--- src/rtl/key_pkg.sv ---
// key_pkg: shared encodings and defaults for the push-button debouncer
package key_pkg;

  typedef enum logic [1:0] {
    IDLE      = 2'd0,
    FILTER_DN = 2'd1,
    DOWN      = 2'd2,
    FILTER_UP = 2'd3
  } key_state_e;

  localparam int   CNT_MAX_DEF    = 1_000_000;
  localparam logic KEY_ACTIVE_DEF = 1'b0;

endpackage

--- src/rtl/sync_2ff.sv ---
// sync_2ff: two-flop synchroniser for asynchronous inputs with a chosen reset value
module sync_2ff #(
  parameter int           W       = 1,
  parameter logic [W-1:0] RST_VAL = '0
) (
  input  logic         clk,
  input  logic         rst,
  input  logic [W-1:0] d_i,
  output logic [W-1:0] q_o
);

  logic [W-1:0] meta_q;
  logic [W-1:0] sync_q;

  // first flop may go metastable; second flop gives it a full cycle to settle
  always_ff @(posedge clk or posedge rst) begin
    if (rst) begin
      meta_q <= RST_VAL;
      sync_q <= RST_VAL;
    end else begin
      meta_q <= d_i;
      sync_q <= meta_q;
    end
  end

  assign q_o = sync_q;

endmodule

--- src/rtl/key_debounce.sv ---
// key_debounce: debounced level plus single-cycle press/release pulses for one button
module key_debounce
  import key_pkg::*;
#(
  parameter int   CNT_MAX    = CNT_MAX_DEF,
  parameter logic KEY_ACTIVE = KEY_ACTIVE_DEF
) (
  input  logic clk,
  input  logic rst,
  input  logic key_in,
  output logic key_pulse,
  output logic key_release,
  output logic key_state
);

  localparam int            CW       = $clog2(CNT_MAX);
  localparam logic [CW-1:0] CNT_LAST = CW'(CNT_MAX - 1);

  logic          s;
  logic          p;
  key_state_e    state_q, state_d;
  logic [CW-1:0] cnt_q, cnt_d;
  logic          pulse_q, pulse_d;
  logic          release_q, release_d;
  logic          level_q, level_d;

  sync_2ff #(
    .W       (1),
    .RST_VAL (~KEY_ACTIVE)
  ) u_sync (
    .clk (clk),
    .rst (rst),
    .d_i (key_in),
    .q_o (s)
  );

  assign p = (s == KEY_ACTIVE);

  // state, counter and output registers; reset drops any pulse in flight
  always_ff @(posedge clk or posedge rst) begin
    if (rst) begin
      state_q   <= IDLE;
      cnt_q     <= '0;
      pulse_q   <= 1'b0;
      release_q <= 1'b0;
      level_q   <= 1'b0;
    end else begin
      state_q   <= state_d;
      cnt_q     <= cnt_d;
      pulse_q   <= pulse_d;
      release_q <= release_d;
      level_q   <= level_d;
    end
  end

  // filter: any break in stability restarts the count from the stable side
  always_comb begin
    state_d   = state_q;
    cnt_d     = cnt_q;
    pulse_d   = 1'b0;
    release_d = 1'b0;
    level_d   = level_q;
    case (state_q)
      IDLE: if (p) begin
        state_d = FILTER_DN;
        cnt_d   = '0;
      end
      FILTER_DN: begin
        if (!p) begin
          state_d = IDLE;
          cnt_d   = '0;
        end else if (cnt_q == CNT_LAST) begin
          state_d = DOWN;
          pulse_d = 1'b1;
          level_d = 1'b1;
        end else begin
          cnt_d = cnt_q + CW'(1);
        end
      end
      DOWN: if (!p) begin
        state_d = FILTER_UP;
        cnt_d   = '0;
      end
      FILTER_UP: begin
        if (p) begin
          state_d = DOWN;
          cnt_d   = '0;
        end else if (cnt_q == CNT_LAST) begin
          state_d   = IDLE;
          release_d = 1'b1;
          level_d   = 1'b0;
        end else begin
          cnt_d = cnt_q + CW'(1);
        end
      end
      default: begin
        state_d = IDLE;
        cnt_d   = '0;
      end
    endcase
  end

  assign key_pulse   = pulse_q;
  assign key_release = release_q;
  assign key_state   = level_q;

endmodule

--- config.mk ---
export PLATFORM = sky130hd
export DESIGN_NAME = key_debounce
export DESIGN_NICKNAME = d
export VERILOG_FILES = /design/src/rtl/key_pkg.sv /design/src/rtl/sync_2ff.sv /design/src/rtl/key_debounce.sv
export SDC_FILE = /design/constraint.sdc
export NUM_CORES = 1
export LEC_CHECK = 0
export BUFFER_PORTS_ARGS = -buffer_cell sky130_fd_sc_hd__buf_2
export CAP_MARGIN = 20
export CORE_ASPECT_RATIO = 0.9
export CORE_UTILIZATION = 45
export DETAILED_ROUTE_END_ITERATION = 10
export PLACE_DENSITY_LB_ADDON = 0.2
export SETUP_SLACK_MARGIN = 0.15
export SYNTH_ARGS = -nofsm -noshare
export SYNTH_HDL_FRONTEND = slang
export SYNTH_HIERARCHICAL = 1
export SYNTH_SLANG_ARGS = --single-unit
--- constraint.sdc ---
create_clock -name clk -period 5.3 [get_ports clk]
set_input_delay 0.265 -clock clk [delete_from_list [all_inputs] [get_ports clk]]
set_output_delay 0.265 -clock clk [all_outputs]
set_load 0.05 [all_outputs]
Word level (Yosys, flattened, before mapping)
Index checks and enable logic that the tools add are counted.

operators by class
  add/subtract/negate cells = 1
  equal/unequal tests = 12
  muxes and demuxes = 23
  reductions and logical operators = 5

operators by type and width
  operator                 count
  $mux W20                 5
  $pmux W20 S4             1
  $add A20 B1 Y20 const B  1
  $eq A20 B20 Y1 const B   1
  $mux W2                  6
  $mux W1                  9
  $ne A2 B2 Y1 const B     4
  $pmux W2 S4              1
  $reduce_and A5 Y1        1
  $eq A2 B2 Y1 const B     2
  $ne A2 B1 Y1 const B     2
  $reduce_and A4 Y1        1
  $ne A3 B2 Y1 const B     1
  $ne A3 B3 Y1 const B     1
  $eq A2 B1 Y1 const B     1
  $logic_not A2 Y1         1
  $pmux W1 S2              1
  $reduce_and A2 Y1        1
  $reduce_bool A2 Y1       1

word-level totals
  register bits = 27
  input bits = 3
  output and inout port bits = 3
  logic and storage cells = 48

Longest topological paths before layout
Gate-level depths: netlist (run 1).

  depth after elaboration = 4
  mapped depth = 6
  depth with buffers taken out = 6

By module
The synthesis (run 1) kept the hierarchy.

modules (own cells, without submodules)
  module        instances  cells each  area each (µm²)  seq. area each (µm²)
  key_debounce  1          156         1368.8           625.6
  sync_2ff      1          3           56.3             52.6

Worst setup path before layout (run 1)
OpenSTA, ideal clock, no wires.

  path type = register to register
  from = register cnt_q[6]
  to = register cnt_q[6]
  data arrival time = 1.810 ns
  required time = 5.160 ns
  setup slack = 3.350 ns
  cell stages (with the launch flop) = 6
  path buffers = 0
  clock period less this slack = 1.950 ns
  cells stage by stage = dfrtp_1 -> or4_1 -> or4_4 -> nor4_4 -> or3_2 -> a21oi_1

between the ends
  longest elaborated chain between the ends = 4

RTL lines
  what                                                      RTL line                                RTL
  start: declaration                                        key_debounce.sv:22                      logic [CW-1:0] cnt_q, cnt_d;
  start signal: assignment                                  key_debounce.sv:49                      cnt_q <= cnt_d;
  $add A20 B1 Y20 / $eq A20 B20 Y1 (equally long branches)  n/a
  $mux W20 (*)                                              key_debounce.sv:72, key_debounce.sv:88
  $mux W20, on equally long branches                        key_debounce.sv:85, key_debounce.sv:69
  $pmux W20 S4 (*)                                          key_debounce.sv:63                      case (state_q)

Every way passes the cells marked *; elsewhere a longest branch is shown, timed or not.
A chain may end at the register's enable or synchronous reset.

Final worst setup path (run 1)
  from = register cnt_q[6]
  to = register cnt_q[0]

between the ends
  longest elaborated chain between the ends = 4

RTL lines
  what                                RTL line
  $eq A20 B20 Y1 (*)                  key_debounce.sv:72, key_debounce.sv:88
  $mux W20 (*)                        n/a
  $mux W20, on equally long branches  n/a
  $pmux W20 S4 (*)                    n/a

Marked as above.

==> results.md, run 1 <==
- CP Data Required Time: around 5.6 ns
- Max_cap viols: 0
- Share of cells above drive strength 1: between 10% and 20%
- HPWL Detailed: around 2.2 mm
- Logic pwr share: ~8%
- Worst hold-check path type: reg -> reg
- ANT cells: 0
- Post-synth EDFFs: 0
- Layout Nets: 172
- WL/cell: 15.2 um
- Global-route wire length before repair: approximately 5.0 mm
- Status: finished clean
- CTS Buffer Depth: 2
- Starting Density: about half
- WP data arrival: ~2.5 ns
- Predominant post-synthesis flop cell: dfrtp_1
- CTS clk-pin slew, worst paths: 0.14 ns
- RD Place Congestion: slightly below 1
- Cts hold-fix bufs: 1
- Top post-synthesis cells by area: dfrtp_1 44%, o21ai_0 5.6%, nand2_1 5.0%
- Worst VDD drop: about 0.13 mV
- Largest net degree at the start of global routing: 26
- IO Count: 6
- Max transition margin: 37.1%
- Count of final setup violators: 0
- Cell taking the most area after synthesis: dfrtp_1
- Yosys cell types: 35
- Synthesized area: ~1400 um^2
- Syn nets: roughly 160
- Synth Warn #: 6
- Critical path class: reg -> reg
- Share of the core filled with cells: 53.3%
- Die Span Y: roughly 55 um
- Area delta synth->final: 7.73%
- Routed wire length: ~3.1 mm
- Rows: 18
- Vias in the first global route: roughly 1100
- RSZ-0062 raised after global routing: false
- Total gr overflow: 0
- Drt drc: 0
- Detail Route Antenna Nets: 0
- Mapped Cells: about 160
- Clock Root Buffer: clkbuf_4
- Crit end category: flop
- Leak: about 0.62 nW
- Number of iterations in the first detailed-routing pass: 4
- Placed cell areas: 1490 um^2
- GRT Total Usage: approximately 20%
- Avg Vias per Cell: around 6
- CTS tree: built
- Total negative slack: 0 ns
- Synth top area share: ~44%
- Hold path depth: 0
- Sequential cell fraction of total power: about 65%
- Design Power: ~0.00034 W
- Worst-Skew Late Latency: roughly 0.34 ns
- Max Clock Freq: roughly 450 MHz
- 1st-iter DRT viols: 74
- Net Switching: between 0.00008 and 0.00009 W
- Setup Skew: about 0.013 ns
- Sw Ratio: between 20 and 30%
- Total power per unit cell area: roughly 220 nW/um^2
- DR vias: roughly 1200
- CP max FO: 7
- Layout Cells excl Fill: ~210
- R2R cell count: 5
- Worst slew pin tran: ~0.94 ns
- Buffers added on ports: 5
- # clock sinks: 27
- Hold Vio Cnt, Final: 0
- Register area share after synthesis: between 40% and 50%
- Post CTS Setup Buffer Count: 0
- Overall die width: 61.3 um
- Final Cell Area: between 1500 and 2000 um^2
- H-tree depth: 1
- Final critical path time including I/O delays and setup: ~2.2 ns
- Core ar.: 2880 um^2
- Clock share of power: about a quarter
- P_int: 0.000253 W
- Initial antenna violation count: 0
- Tcrit/Tclk final: approximately 42%
- # resized after CTS: 0
- Placed cell count: about 200
- Register bit total from synthesis: 27
- Die area: 3400 um^2
- Slew Limit Fails: 0
- Startpoint types: flop
- Synth async-reset ratio: 100%
- CTS Buf Count: 3
- Avg Cell Area, Syn: around 9 um^2
==> registers in the layout, indices dropped and copies added, names as in the netlist, named ones only <==
name,count
state_q,1
u_sync/meta_q,1
cnt_q,20
key_release,1
u_sync/q_o,1
key_pulse,1
key_state,1
==> worst max-delay path, stage by stage (launching register included) <==
cell	delay [ns]
dfrtp_1	0.47
or4_1	0.55
or4_4	0.45
nor4_4	0.37
nand2_2	0.12
a31oi_1	0.19
==> stage by stage <==
stage	setup WS [ns]	hold WS (ns)
6_report	3.07	0.368
2_1_floorplan	3.35	0.177
3_5_place_dp	3.11	0.301
4_1_cts	3.09	0.00288
5_1_grt	2.98	0.373
3_3_place_gp	3.12	0.295
==> metal layers <==
metal | part of all wire, % | GRT usage [%] | up-vias
met2 | 43 | 26.7 | 44
li1 | - | - | 604
met3 | 6.1 | 5.15 | 4
met5 | 0 | 0 | -
met4 | 1.4 | 7.79 | 0
met1 | 49 | 30.6 | 559
==> area by class of cell <==
type | count | area (um^2)
clock buffer | 4 | 26.3
fill | 293 | 1350
inverter | 5 | 18.8
multi-input combinational | 124 | 717
sequential | 27 | 678
tap | 40 | 50.0
timing repair buffer | 7 | 45.0
==> layout by cell type (no fill, tap or decap) <==
cell type | synthesis | final
dfrtp_1 | 25 | 25
nand2_1 | 19 | 19
o21ai_0 | 16 | 16
nor2_1 | 14 | 14
nand3_1 | 11 | 11
a21oi_1 | 8 | 8
nor4_1 | 7 | 7
nor3_1 | 7 | 7
xnor2_1 | 6 | 6
nand4_1 | 6 | 6
inv_1 | 5 | 5
buf_2 | 0 | 5
and2_1 | 4 | 4
a31oi_1 | 4 | 4
clkbuf_4 | 0 | 3
o311ai_0 | 2 | 2
and3_1 | 2 | 2
dlygate4sd3_1 | 0 | 2
dfstp_2 | 2 | 2
or4b_2 | 1 | 1
or4_1 | 1 | 1
or4_4 | 1 | 1
nor4_4 | 1 | 1
o31a_2 | 1 | 1
or4_2 | 1 | 1
or2_2 | 1 | 1
or4b_1 | 1 | 1
or3_1 | 1 | 1
a22o_1 | 1 | 1
or3_2 | 1 | 1
a2bb2oi_1 | 1 | 1
nand2_2 | 1 | 1
xor2_1 | 1 | 1
o21a_1 | 1 | 1
o211ai_1 | 1 | 1
a32o_1 | 1 | 1
ha_1 | 1 | 1
clkbuf_1 | 3 | 1
==> worst paths after layout <==
| kind | slack [ns] | start | end |
|---|---|---|---|
| max in group asynchronous | 4.05 | rst | cnt_q[12] |
| min reg2reg | 0.37 | u_sync/meta_q | u_sync/q_o |
| min | 0.37 | u_sync/meta_q | u_sync/q_o |
| min in group asynchronous | 0.49 | rst | u_sync/q_o |
| max | 3.07 | cnt_q[6] | cnt_q[0] |
| max reg2reg | 3.07 | cnt_q[6] | cnt_q[0] |
==> power groups by stage <==
| stage | clock network [W] | logic, W | registers, W |
|---|---|---|---|
| after floorplan | 0 | 0.0000206 | 0.000222 |
| after global placement | 0 | 0.0000263 | 0.000225 |
| after detailed placement | 0 | 0.0000261 | 0.000224 |
| after CTS | 0.0000950 | 0.0000269 | 0.000221 |
| after global routing | 0.000100 | 0.0000303 | 0.000222 |
| final | 0.0000899 | 0.0000271 | 0.000221 |
==> synthesized netlist by cell type (3+ instances only) <==
master	count
and2_1	4
inv_1	5
nor2_1	14
dfrtp_1	25
xnor2_1	6
nor4_1	7
clkbuf_1	3
nand2_1	19
nand3_1	11
nand4_1	6
o21ai_0	16
a21oi_1	8
a31oi_1	4
nor3_1	7
==> kinds of logic after synthesis <==
group / count (synthesis) / share of synthesized area [%]
AO/OA/AOI/OAI: 36 / 15.1
XOR/XNOR: 7 / 4.30
adder cells (fa/ha/maj): 1 / 0.878
buffers and inverters: 8 / 2.11
flip-flops: 27 / 47.6
AND/OR/NAND/NOR: 80 / 30.0
Note: power is estimated with default switching activity, not from simulation.
==> run 2: changes to the inputs <==
- clock period: 5.3 -> 2.25 ns (I/O delays scaled with it)
==> results.md, run 2 (synthesis results as in run 1) <==
- Status: finished clean (unchanged)
- CP max FO: 5 (was 7)
- IO Count: 6 (unchanged)
- Layout Nets: 185 (was 172)
- Final critical path time including I/O delays and setup: 2.03 ns (was 2.23 ns)
- Area delta synth->final: 15.5% (was 7.73%)
- Hold Vio Cnt, Final: 0 (unchanged)
- Worst VDD drop: 0.373 mV (was 0.132 mV)
- Total negative slack: 0 ns (unchanged)
- RSZ-0062 raised after global routing: true (was false)
- Max_cap viols: 0 (unchanged)
- Design Power: 0.000797 W (was 0.000338 W)
- Core ar.: 2880 um^2 (unchanged)
- WP data arrival: 2.29 ns (was 2.49 ns)
- Commonest cells after routing, fill and taps aside: 24 x dfrtp_1, 19 x nand2_1, 14 x nor2_1, 14 x o21ai_0, 13 x buf_4 (was 25 x dfrtp_1, 19 x nand2_1, 16 x o21ai_0, 14 x nor2_1, 11 x nand3_1)
- CP Data Required Time: 2.52 ns (was 5.56 ns)
- R2R cell count: 6 (was 5)
- Worst hold-check path type: in -> async (was reg -> reg)
- Worst R2R Start: cnt_q[6] (unchanged)
- Initial antenna violation count: 0 (unchanged)
- Critical path class: reg -> reg (unchanged)
- Detail Route Antenna Nets: 0 (unchanged)
- Worst Slack Setup Final: 0.223 ns (was 3.07 ns)
- Starting Density: 49.4% (unchanged)
- Crit end category: flop (unchanged)
- Most common cell after layout, fill and taps aside: dfrtp_1 (unchanged)
- CTS Buffer Depth: 2 (unchanged)
- Total gr overflow: 0 (unchanged)
- GRT Total Usage: 22.2% (was 20.1%)
- Share of cells above drive strength 1: 18.9% (was 10.8%)
- Logic pwr share: 8.5% (was 8.0%)
- RD Place Congestion: 0.892 (was 0.981)
- Max transition margin: 58.0% (was 37.1%)
- Net Switching: 0.000198 W (was 0.0000849 W)
- Total power per unit cell area: 485 nW/um^2 (was 220 nW/um^2)
- Sw Ratio: 24.8% (was 25.1%)
- Largest net degree at the start of global routing: 26 (unchanged)
- Routed wire length: 3.37 mm (was 3.14 mm)
- DR vias: 1294 (was 1211)
- Share of the core filled with cells: 57.1% (was 53.3%)
- CTS tree: built (unchanged)
- Overall die width: 61.3 um (unchanged)
- Layout fillers: 281 (was 293)
- 1st-iter DRT viols: 68 (was 74)
- CTS Buf Count: 3 (unchanged)
- Vias in the first global route: 1259 (was 1062)
- Count of final setup violators: 0 (unchanged)
- Top reg by flops: cnt_q (unchanged)
- CTS clk-pin slew, worst paths: 0.14 ns (about the same)
- Buffers added on ports: 5 (unchanged)
- Worst-Skew Late Latency: 0.32 ns (was 0.34 ns)
- HPWL Detailed: 2.46 mm (was 2.24 mm)
- Avg Vias per Cell: 5.88 (was 5.85)
- Global-route wire length before repair: 5.67 mm (was 5.02 mm)
- Startpoint types: flop (unchanged)
- Die Span Y: 55.4 um (unchanged)
- WL/cell: 15.3 um (was 15.2 um)
- Clock Root Buffer: clkbuf_4 (unchanged)
- Slew Limit Fails: 0 (unchanged)
- Crit. Startpoint: cnt_q[6] (unchanged)
- Clock share of power: 26.0% (was 26.6%)
- Max Clock Freq: 493 MHz (was 448 MHz)
- Die area: 3400 um^2 (unchanged)
- Leak: 0.689 nW (was 0.620 nW)
- H-tree depth: 1 (unchanged)
- Sequential cell fraction of total power: 65.4% (was 65.3%)
- Worst slew pin tran: 0.627 ns (was 0.943 ns)
- P_int: 0.000599 W (was 0.000253 W)
- Drt drc: 0 (unchanged)
- Number of iterations in the first detailed-routing pass: 4 (unchanged)
- Max reg flops: 20 (unchanged)
- # clock sinks: 27 (unchanged)
- ANT cells: 0 (unchanged)
- Setup Skew: 0.00294 ns (was 0.0128 ns)
- Tcrit/Tclk final: 90.1% (was 42.2%)
- Rows: 18 (unchanged)
- Place WS: 0.117 ns (was 3.11 ns)
-- run 2: path summary, 6_finish.rpt --
kind | end | slack (ns)
setup / recovery | cnt_q[3] | 0.22
hold / removal | u_sync/q_o | 0.35
setup reg to reg | cnt_q[3] | 0.22
min in group clk | u_sync/q_o | 0.37
hold reg to reg | u_sync/q_o | 0.37
max in group asynchronous | cnt_q[13] | 1.60
-- run 2: what timing repair did --
| item | in CTS | in global routing |
|---|---|---|
| gates cloned | 0 | 0 |
| resized for setup | 0 | 6 |
| pin swaps | 1 | 3 |
| hold buffers | 2 | 0 |
| buffers inserted | 4 | 2 |
| hold endpoints to repair | 28 | 0 |
| setup endpoints to repair | 5 | 10 |
-- run 2: per-stage QoR --
stage	instance area [um^2]	hold WS (ns)	std cells
finish	1650	0.354	220
global route	1650	0.352	220
CTS	1620	0.335	218
detailed placement	1540	0.152	208
global placement	1540	0.142	208
floorplan	1430	0.0240	159
-- run 2: area by class of cell --
type / instances / area (um^2) / area share (%)
Inverter: 5 / 18.8 / 1.14
Sequential cell: 27 / 679 / 41.3
Timing Repair Buffer: 20 / 143 / 8.67
Tap cell: 40 / 50.0 / 3.04
Multi-Input combinational cell: 124 / 728 / 44.3
Clock buffer: 4 / 26.3 / 1.60
-- run 2: critical path, stage by stage (launching register included) --
cell and delay [ns]:
dfrtp_1 0.41, or4_1 0.52, or4_4 0.44, nor4_4 0.18
buf_4 0.18, o311ai_0 0.13, nand2_1 0.11
-- run 2: power by group through the flow --
stage / Clock (W) / Combinational, W / Sequential (W)
3_3_place_gp: 0 / 0.0000642 / 0.000529
3_5_place_dp: 0 / 0.0000666 / 0.000529
5_1_grt: 0.000235 / 0.0000776 / 0.000524
4_1_cts: 0.000213 / 0.0000683 / 0.000521
6_report: 0.000208 / 0.0000680 / 0.000522
2_1_floorplan: 0 / 0.0000484 / 0.000523
-- run 2: metal layers --
metal  GRT usage, %  vias up  share of wire (%)  routed length (um)
li1               -      625                  -                   -
met1           32.5      635                 50                1670
met2           33.4       28                 44                1500
met3           4.68        6                4.6                 155
met4           4.87        0                1.4                  46
met5              0        -                  0                   0
